$ cat src/rtl/program_counter_rs.sv
// rtl/program_counter_rs.sv - program counter with integrated return-address stack
//
// Fetch-address source for the CPU core. Supports absolute load, increment,
// PC-relative branch, subroutine call/return and pipeline stall.
//
// Ports:
//   CLK        system clock, all state updates on rising edge
//   RST_N      synchronous active-low reset
//   STALL      freeze PC and stack this cycle (ERR_CLR still honoured)
//   LOAD_PC    PC <= ADDRESS
//   INC_PC     PC <= PC + 1
//   BRANCH_PC  PC <= PC + OFFSET (two's complement)
//   CALL_PC    push PC+1, PC <= ADDRESS
//   RET_PC     PC <= popped return address
//   ERR_CLR    clear sticky STACK_OVF / STACK_UNF
//   ADDRESS    absolute target for LOAD/CALL
//   OFFSET     branch displacement
//   EXECADD    current PC (the PC register itself)
//   STACK_CNT  number of valid stack entries
//   STACK_OVF  sticky: CALL attempted with stack full
//   STACK_UNF  sticky: RET attempted with stack empty
module program_counter_rs #(
  parameter int                   WORD_SIZE    = 19,
  parameter int                   STACK_DEPTH  = 8,
  parameter logic [WORD_SIZE-1:0] RESET_VECTOR = '0
) (
  input  logic                               CLK,
  input  logic                               RST_N,
  input  logic                               STALL,
  input  logic                               LOAD_PC,
  input  logic                               INC_PC,
  input  logic                               BRANCH_PC,
  input  logic                               CALL_PC,
  input  logic                               RET_PC,
  input  logic                               ERR_CLR,
  input  logic [WORD_SIZE-1:0]               ADDRESS,
  input  logic [WORD_SIZE-1:0]               OFFSET,
  output logic [WORD_SIZE-1:0]               EXECADD,
  output logic [$clog2(STACK_DEPTH+1)-1:0]   STACK_CNT,
  output logic                               STACK_OVF,
  output logic                               STACK_UNF
);

  localparam int CW = $clog2(STACK_DEPTH + 1);
  localparam int AW = $clog2(STACK_DEPTH);

  logic [WORD_SIZE-1:0] stack_mem [STACK_DEPTH];

  logic [WORD_SIZE-1:0] pc_inc;
  logic [WORD_SIZE-1:0] pc_br;
  logic [AW-1:0]        push_idx;
  logic [AW-1:0]        pop_idx;
  logic                 stack_full;
  logic                 stack_empty;
  logic                 do_push;

  // Additions wrap modulo 2^WORD_SIZE by truncation; OFFSET's sign is
  // handled naturally by two's-complement addition.
  assign pc_inc      = EXECADD + WORD_SIZE'(1);
  assign pc_br       = EXECADD + OFFSET;
  assign stack_full  = (STACK_CNT == CW'(STACK_DEPTH));
  assign stack_empty = (STACK_CNT == '0);

  // The count doubles as the write pointer; top of stack sits one below it.
  // When full the push index aliases entry 0, but no push happens then.
  assign push_idx = STACK_CNT[AW-1:0];
  assign pop_idx  = AW'(STACK_CNT - CW'(1));

  // A push only happens when CALL wins priority and there is room.
  assign do_push = RST_N && !STALL && !RET_PC && CALL_PC && !stack_full;

  // Stack storage carries no reset: entries above STACK_CNT are never read.
  always_ff @(posedge CLK) begin
    if (do_push) begin
      stack_mem[push_idx] <= pc_inc;
    end
  end

  always_ff @(posedge CLK) begin
    if (!RST_N) begin
      EXECADD   <= RESET_VECTOR;
      STACK_CNT <= '0;
      STACK_OVF <= 1'b0;
      STACK_UNF <= 1'b0;
    end else begin
      // Clear first so that an error event later in this block wins.
      if (ERR_CLR) begin
        STACK_OVF <= 1'b0;
        STACK_UNF <= 1'b0;
      end
      if (!STALL) begin
        if (RET_PC) begin
          if (stack_empty) begin
            STACK_UNF <= 1'b1;
          end else begin
            EXECADD   <= stack_mem[pop_idx];
            STACK_CNT <= STACK_CNT - CW'(1);
          end
        end else if (CALL_PC) begin
          if (stack_full) begin
            STACK_OVF <= 1'b1;
          end else begin
            EXECADD   <= ADDRESS;
            STACK_CNT <= STACK_CNT + CW'(1);
          end
        end else if (LOAD_PC) begin
          EXECADD <= ADDRESS;
        end else if (BRANCH_PC) begin
          EXECADD <= pc_br;
        end else if (INC_PC) begin
          EXECADD <= pc_inc;
        end
      end
    end
  end

endmodule

$ cat config.mk
export PLATFORM = sky130hd
export DESIGN_NAME = program_counter_rs
export DESIGN_NICKNAME = d
export VERILOG_FILES = /design/src/rtl/program_counter_rs.sv
export SDC_FILE = /design/constraint.sdc
export NUM_CORES = 1
export LEC_CHECK = 0
export BUFFER_PORTS_ARGS = -buffer_cell sky130_fd_sc_hd__buf_2
export CELL_PAD_IN_SITES_DETAIL_PLACEMENT = 0
export CELL_PAD_IN_SITES_GLOBAL_PLACEMENT = 1
export CORE_MARGIN = 1.5
export CORE_UTILIZATION = 47
export DETAILED_ROUTE_END_ITERATION = 16
export GPL_ROUTABILITY_DRIVEN = 0
export PLACE_DENSITY = 0.76
export SYNTH_ARGS = -nofsm -noshare
export SYNTH_HDL_FRONTEND = slang
export SYNTH_SLANG_ARGS = --single-unit
$ cat constraint.sdc
create_clock -name CLK -period 7.9 [get_ports CLK]
set_input_delay 0.395 -clock CLK [delete_from_list [all_inputs] [get_ports CLK]]
set_output_delay 0.395 -clock CLK [all_outputs]
set_load 0.05 [all_outputs]
## Yosys cells after proc, flatten, opt, wreduce, memory -nomap -nowiden

Memory sizes are Yosys's and may differ from the RTL's.
Cells that the tools add are included.

- Add/subtract/negate cells: 4
- Equal/unequal tests: 4
- Mux-type cells: 22
- Bitwise operators: 1
- Reduce and logical (&&, ||, !) cells: 12

Operator list:

| cell | count |
|---|---|
| $mux W19 | 7 |
| $add A19 B1 Y19 const B | 1 |
| $add A19 B19 Y19 | 1 |
| $mux W4 | 4 |
| $mux W1 | 11 |
| $reduce_and A4 Y1 | 2 |
| $reduce_bool A5 Y1 | 1 |
| $add A4 B1 Y4 const B | 1 |
| $eq A4 B4 Y1 const B | 1 |
| $logic_and A1 B1 Y1 | 4 |
| $logic_not A4 Y1 | 1 |
| $ne A2 B2 Y1 const B | 2 |
| $sub A4 B1 Y4 const B | 1 |
| $logic_not A1 Y1 | 3 |
| $ne A3 B3 Y1 const B | 1 |
| $reduce_bool A2 Y1 | 1 |
| $not A1 Y1 | 1 |

- Register bits: 25
- Bits in writable memories: 152
- Bits of input ports: 47
- Output and inout bits: 25
- Word-level logic and storage cells: 48
- Memories: 1

Memories:

| name | words | bits a word | read ports | clocked after Yosys merged registers in | wr ports | RTL line | text |
|---|---|---|---|---|---|---|---|
| stack_mem | 8 | 19 | 1 | 0 | 1 | 47 | `logic [WORD_SIZE-1:0] stack_mem [STACK_DEPTH];` |

## Logic depth before layout (Yosys ltp)

- Depth after elaboration: 7
- Depth in mapped cells: 13
- Depth with buffers taken out: 9

## Worst setup path before layout

OpenSTA, ideal clock, no wires.

- Path type: reg2reg
- Start: register STACK_CNT[0]
- End: memory stack_mem[1][0] (enable)
- Library setup time: 0.419 ns
- Data arrival time: 3.241 ns
- Data required time: 7.481 ns
- Setup slack: 4.240 ns
- Cell stages (with the launch flop): 9
- Path buffers: 3
- Clock period less this slack: 3.660 ns
- Path through: dfxtp_1 -> buf_6 -> buf_6 -> buf_4 -> inv_1 -> ha_1 -> nand3b_1 -> nand4_1 -> nor3_1

- Longest elaborated chain between the ends: 5

Ends and longest elaborated chain:

| what | RTL line | text |
|---|---|---|
| from (decl) | 39 | `output logic [$clog2(STACK_DEPTH+1)-1:0] STACK_CNT,` |
| from (signal assigned) | 97 | `STACK_CNT <= STACK_CNT - CW'(1);` |
| from (signal assigned) | 104 | `STACK_CNT <= STACK_CNT + CW'(1);` |
| $eq A4 B4 Y1 | 61 | `assign stack_full = (STACK_CNT == CW'(STACK_DEPTH));` |
| $logic_not A1 Y1 | 70 | `assign do_push = RST_N && !STALL && !RET_PC && CALL_PC && !stack_full;` |
| $logic_and A1 B1 Y1 | 70 |  |
| $mux W1 | 74 | `if (do_push) begin` |
| $mux W1 (implied by the code) | 75 | `stack_mem[push_idx] <= pc_inc;` |
| to (decl) | 47 |  |

Several ways; a longest one is shown, not always the timed one.

## Worst setup path in the final report

- Start: register STACK_CNT[1]
- End: register EXECADD[13]

- Longest elaborated chain between the ends: 4
- Elaborated cells between the ends (all ways): 9
- Those cells by class: add/sub: 1; eq/ne: 3; mux: 2; reduce/logical: 2; memory: 1

Ends and longest elaborated chain:

| what | RTL line | text |
|---|---|---|
| $sub A4 B1 Y4 | -- |  |
| $mem_v2 Z8 W19 | -- |  |
| $mux W19 | 93 | `if (stack_empty) begin` |
| $mux W19 | 92 | `if (RET_PC) begin` |
| to (signal assigned) | 96 | `EXECADD <= stack_mem[pop_idx];` |
| to (signal assigned) | 109 | `EXECADD <= pc_br;` |
| to (signal assigned) | 111 | `EXECADD <= pc_inc;` |
| to (decl) | 38 | `output logic [WORD_SIZE-1:0] EXECADD,` |

Several ways; a longest one is shown, not always the timed one. The select of a mux whose other input is x is not followed.
A chain may end at the register's enable or synchronous reset.

==> run_results.csv <==
group,metric,value,unit
run_status,status,"finished clean",
setup_path,crit_start,"STACK_CNT[1]",
sta,hold_violations,0,
placed_design,hpwl,14500,um
logic_synthesis,syn_inst,644,
die,die-area,0.0192,mm^2
finish,fin_area,0.00985,mm^2
setup_path,cpPeakStageDelay,0.49,ns
sta,setup_violations,0,
logic_synthesis,yosysWarnings,0,
setup_path,crit_path_start_kind,"flip-flop",
logic_synthesis,syn_area,0.00862,mm^2
grt,grt_pass1_vias,5840,
die,row_count,49,
power,combPwrFrac,22.4,%
detailed_routing,drt-wirelength-per-cell,22.4,um
detailed_routing,drtIter0Drc,579,
cts,cts_buffers,17,
die,die_w,138,um
logic_synthesis,synth_edf_count,152,
grt,grt_max_degree,43,
detailed_routing,dr.pass1.iters,4,
cts,cts_setup_buffers,0,
logic_synthesis,synth_top_area_share,52.9,%
flow_run,drv_cap,0,
setup_path,crit_fanout,39,
cts,cts.clk_slew.worst_paths,0.07,ns
cts,cts_tree,"yes",
sta,fin_setup_tns,0,ns
setup_path,worst_ep_required_time,8.21,ns
power,ir_worst_vdd,0.000149,V
setup_path,reg2reg_from,"STACK_CNT[1]",
sta,finClkSkew,0.00716,ns
sta,relSlewSlack,26.6,%
sta,tightest_slew,1.09,ns
setup_path,r2r_slack,5.02,ns
detailed_routing,avgViaCountPerCell,6.22,
grt,grt_pass1_wl,33400,um
power,powerDensity,258,mW/mm^2
detailed_routing,finalWirelength,21400,um
setup_path,cpMaxStageDelayCell,"dfxtp_1",
min_path,min-delay-start,"ERR_CLR",
sta,max_freq,347,MHz
logic_synthesis,yosys.area.top_type,"edfxtp_1",
detailed_routing,vias,5942,
logic_synthesis,synthArstFlopShare,0,%
die,start_util,48.0,%
power,p_int,1.76,mW
cts,cts_buffer_depth,2,
logic_synthesis,synth_flop_cell,"edfxtp_1",
finish,n_fill_cell,1433,
grt,grt-ovfl-total,0,
detailed_routing,ant_nets,0,
grt,antenna_found_initial,0,
cts,cts.sinks,177,
grt,track_usage,22.5,%
finish,area_growth,14.2,%
power,pwr-share-clk,34.0,%
finish,drive_gt1_share,23.0,%
power,p_seq_share,43.6,%
power,p_switching,786,uW
cts,insertion_delay,0.42,ns
finish,nets,782,
setup_path,critPathArrivalTime,3.18,ns
power,power.leakage,3.46,nW
setup_path,worstSetupPathType,"flip-flop to flip-flop",
setup_path,crit_path_cell_trace,"inv_1 -> ha_1 -> buf_4 -> mux4_2 -> and3_1 -> a221o_1 -> mux2i_1 -> o32ai_1 -> a211o_1",
setup_path,end_kind,"flip-flop",
cts,htreeDepth,4,
cts,cts_resized,0,
die,core_area,0.0180,mm^2
logic_synthesis,synth_nets,713,
logic_synthesis,synthTopCellsByArea,"edfxtp_1, mux4_2, dfxtp_1",
logic_synthesis,ys_types,70,
die,floorplan.die.height,138,um
placed_design,io_buffers,71,
die,io_pins,72,
power,swShare,30.9,%
sta,drv_slew,0,
logic_synthesis,ys_seq_area_share,58.8,%
finish,stdcell_count,955,
logic_synthesis,syn_area_per_cell,13.4,um^2
sta,fin_crit_sh,36.4,%
finish,antenna_cells,0,
min_path,min_path_type,"primary input to flip-flop",
cts,cts_hold_buffers,0,
placed_design,dp_cells,923,
detailed_routing,drc,0,
logic_synthesis,ys_ff_latch,177,
placed_design,dpl-instance-area,0.00923,mm^2
sta,rsz0062_at_grt,"no",
cts,root_buffer,"clkbuf_16",
sta,fin_crit,2.88,ns
-- worst max-delay path, delay by kind of cell (launching register included) --
| family | cells | cell delay [ns] |
|---|---|---|
| AO/OA/AOI/OAI | 3 | 0.64 |
| adder cells (fa/ha/maj) | 1 | 0.29 |
| buffers and inverters | 2 | 0.59 |
| flip-flops | 1 | 0.49 |
| multiplexers | 2 | 0.53 |
| AND/OR/NAND/NOR | 1 | 0.19 |
-- flip-flops by register name, summed over array words and instances (netlist names) --
signal     count
STACK_OVF      1
STACK_UNF      1
EXECADD       19
stack_mem    152
STACK_CNT      4
-- cell usage after synthesis (10+ instances only) --
| cell type | number |
|---|---|
| nand3_1 | 19 |
| nand4_1 | 10 |
| nor3_1 | 17 |
| nor2_1 | 43 |
| xor2_1 | 11 |
| a21oi_1 | 35 |
| inv_1 | 18 |
| ha_1 | 21 |
| o21ai_0 | 38 |
| nand2_1 | 35 |
| mux4_2 | 36 |
| o211ai_1 | 11 |
| dfxtp_1 | 25 |
| edfxtp_1 | 152 |
| clkbuf_1 | 19 |
| xnor2_1 | 16 |
-- final cells by class --
| cell class | count | area [um^2] | area share (%) |
|---|---|---|---|
| inverter | 18 | 67.6 | 0.686 |
| sequential | 177 | 5070 | 51.4 |
| timing repair buffer | 84 | 453 | 4.60 |
| clock buffer | 17 | 425 | 4.32 |
| multi-input combinational | 415 | 3350 | 34.1 |
| tap | 229 | 287 | 2.91 |
| clock inverter | 15 | 195 | 1.98 |
-- layer usage --
layer  vias to the layer above  GRT usage [%]  part of all wire, %
li1                       2707              -                    -
met1                      3003           31.8                   45
met2                       218           37.1                   49
met3                        14           4.19                  6.0
met4                         0           4.16                 0.66
met5                         -              0                    0
-- stage by stage --
| step | util [%] | total power, mW | setup WS (ns) | hold WS, ns |
|---|---|---|---|---|
| after floorplan | - | 1.54 | 4.24 | 0.594 |
| after global placement | 51.4 | 1.68 | 5.13 | 0.473 |
| after detailed placement | 51.4 | 1.69 | 5.06 | 0.488 |
| after CTS | 54.8 | 2.55 | 5.04 | 0.290 |
| after global routing | 54.8 | 2.64 | 4.89 | 0.305 |
| final | 54.8 | 2.54 | 5.02 | 0.301 |
-- cell families after synthesis --
group / synth area share (%)
muxes: 11.0
AOI/OAI and AO/OA: 13.0
DFF: 58.8
xor gates and xnor gates: 2.74
buffers and inverters: 2.66
and+or+nand+nor: 8.61
adders and majority gates: 3.28
-- power by group through the flow --
stage	Sequential, mW	Clock, mW	Combinational (mW)
after floorplan	1.17	0	0.361
after global placement	1.13	0	0.551
after detailed placement	1.13	0	0.561
after CTS	1.11	0.876	0.565
after global routing	1.11	0.917	0.614
final	1.11	0.865	0.568
-- layout by cell type (no fill, tap or decap), types with 17 or more instances in the layout --
cell type,instances
nor2_1,36
mux4_2,36
ha_1,21
dfxtp_1,24
edfxtp_1,152
nand2_1,35
a21oi_1,35
clkbuf_16,17
inv_1,18
buf_2,71
o21ai_0,38
nand3_1,19
-- path summary, 6_finish.rpt --
kind | end | cells after the start
setup reg to reg | EXECADD[13] | 9
hold / removal | STACK_OVF | 4
setup / recovery | EXECADD[13] | 9
hold reg to reg | STACK_OVF | 2
Note: power is estimated with default switching activity, not from simulation.
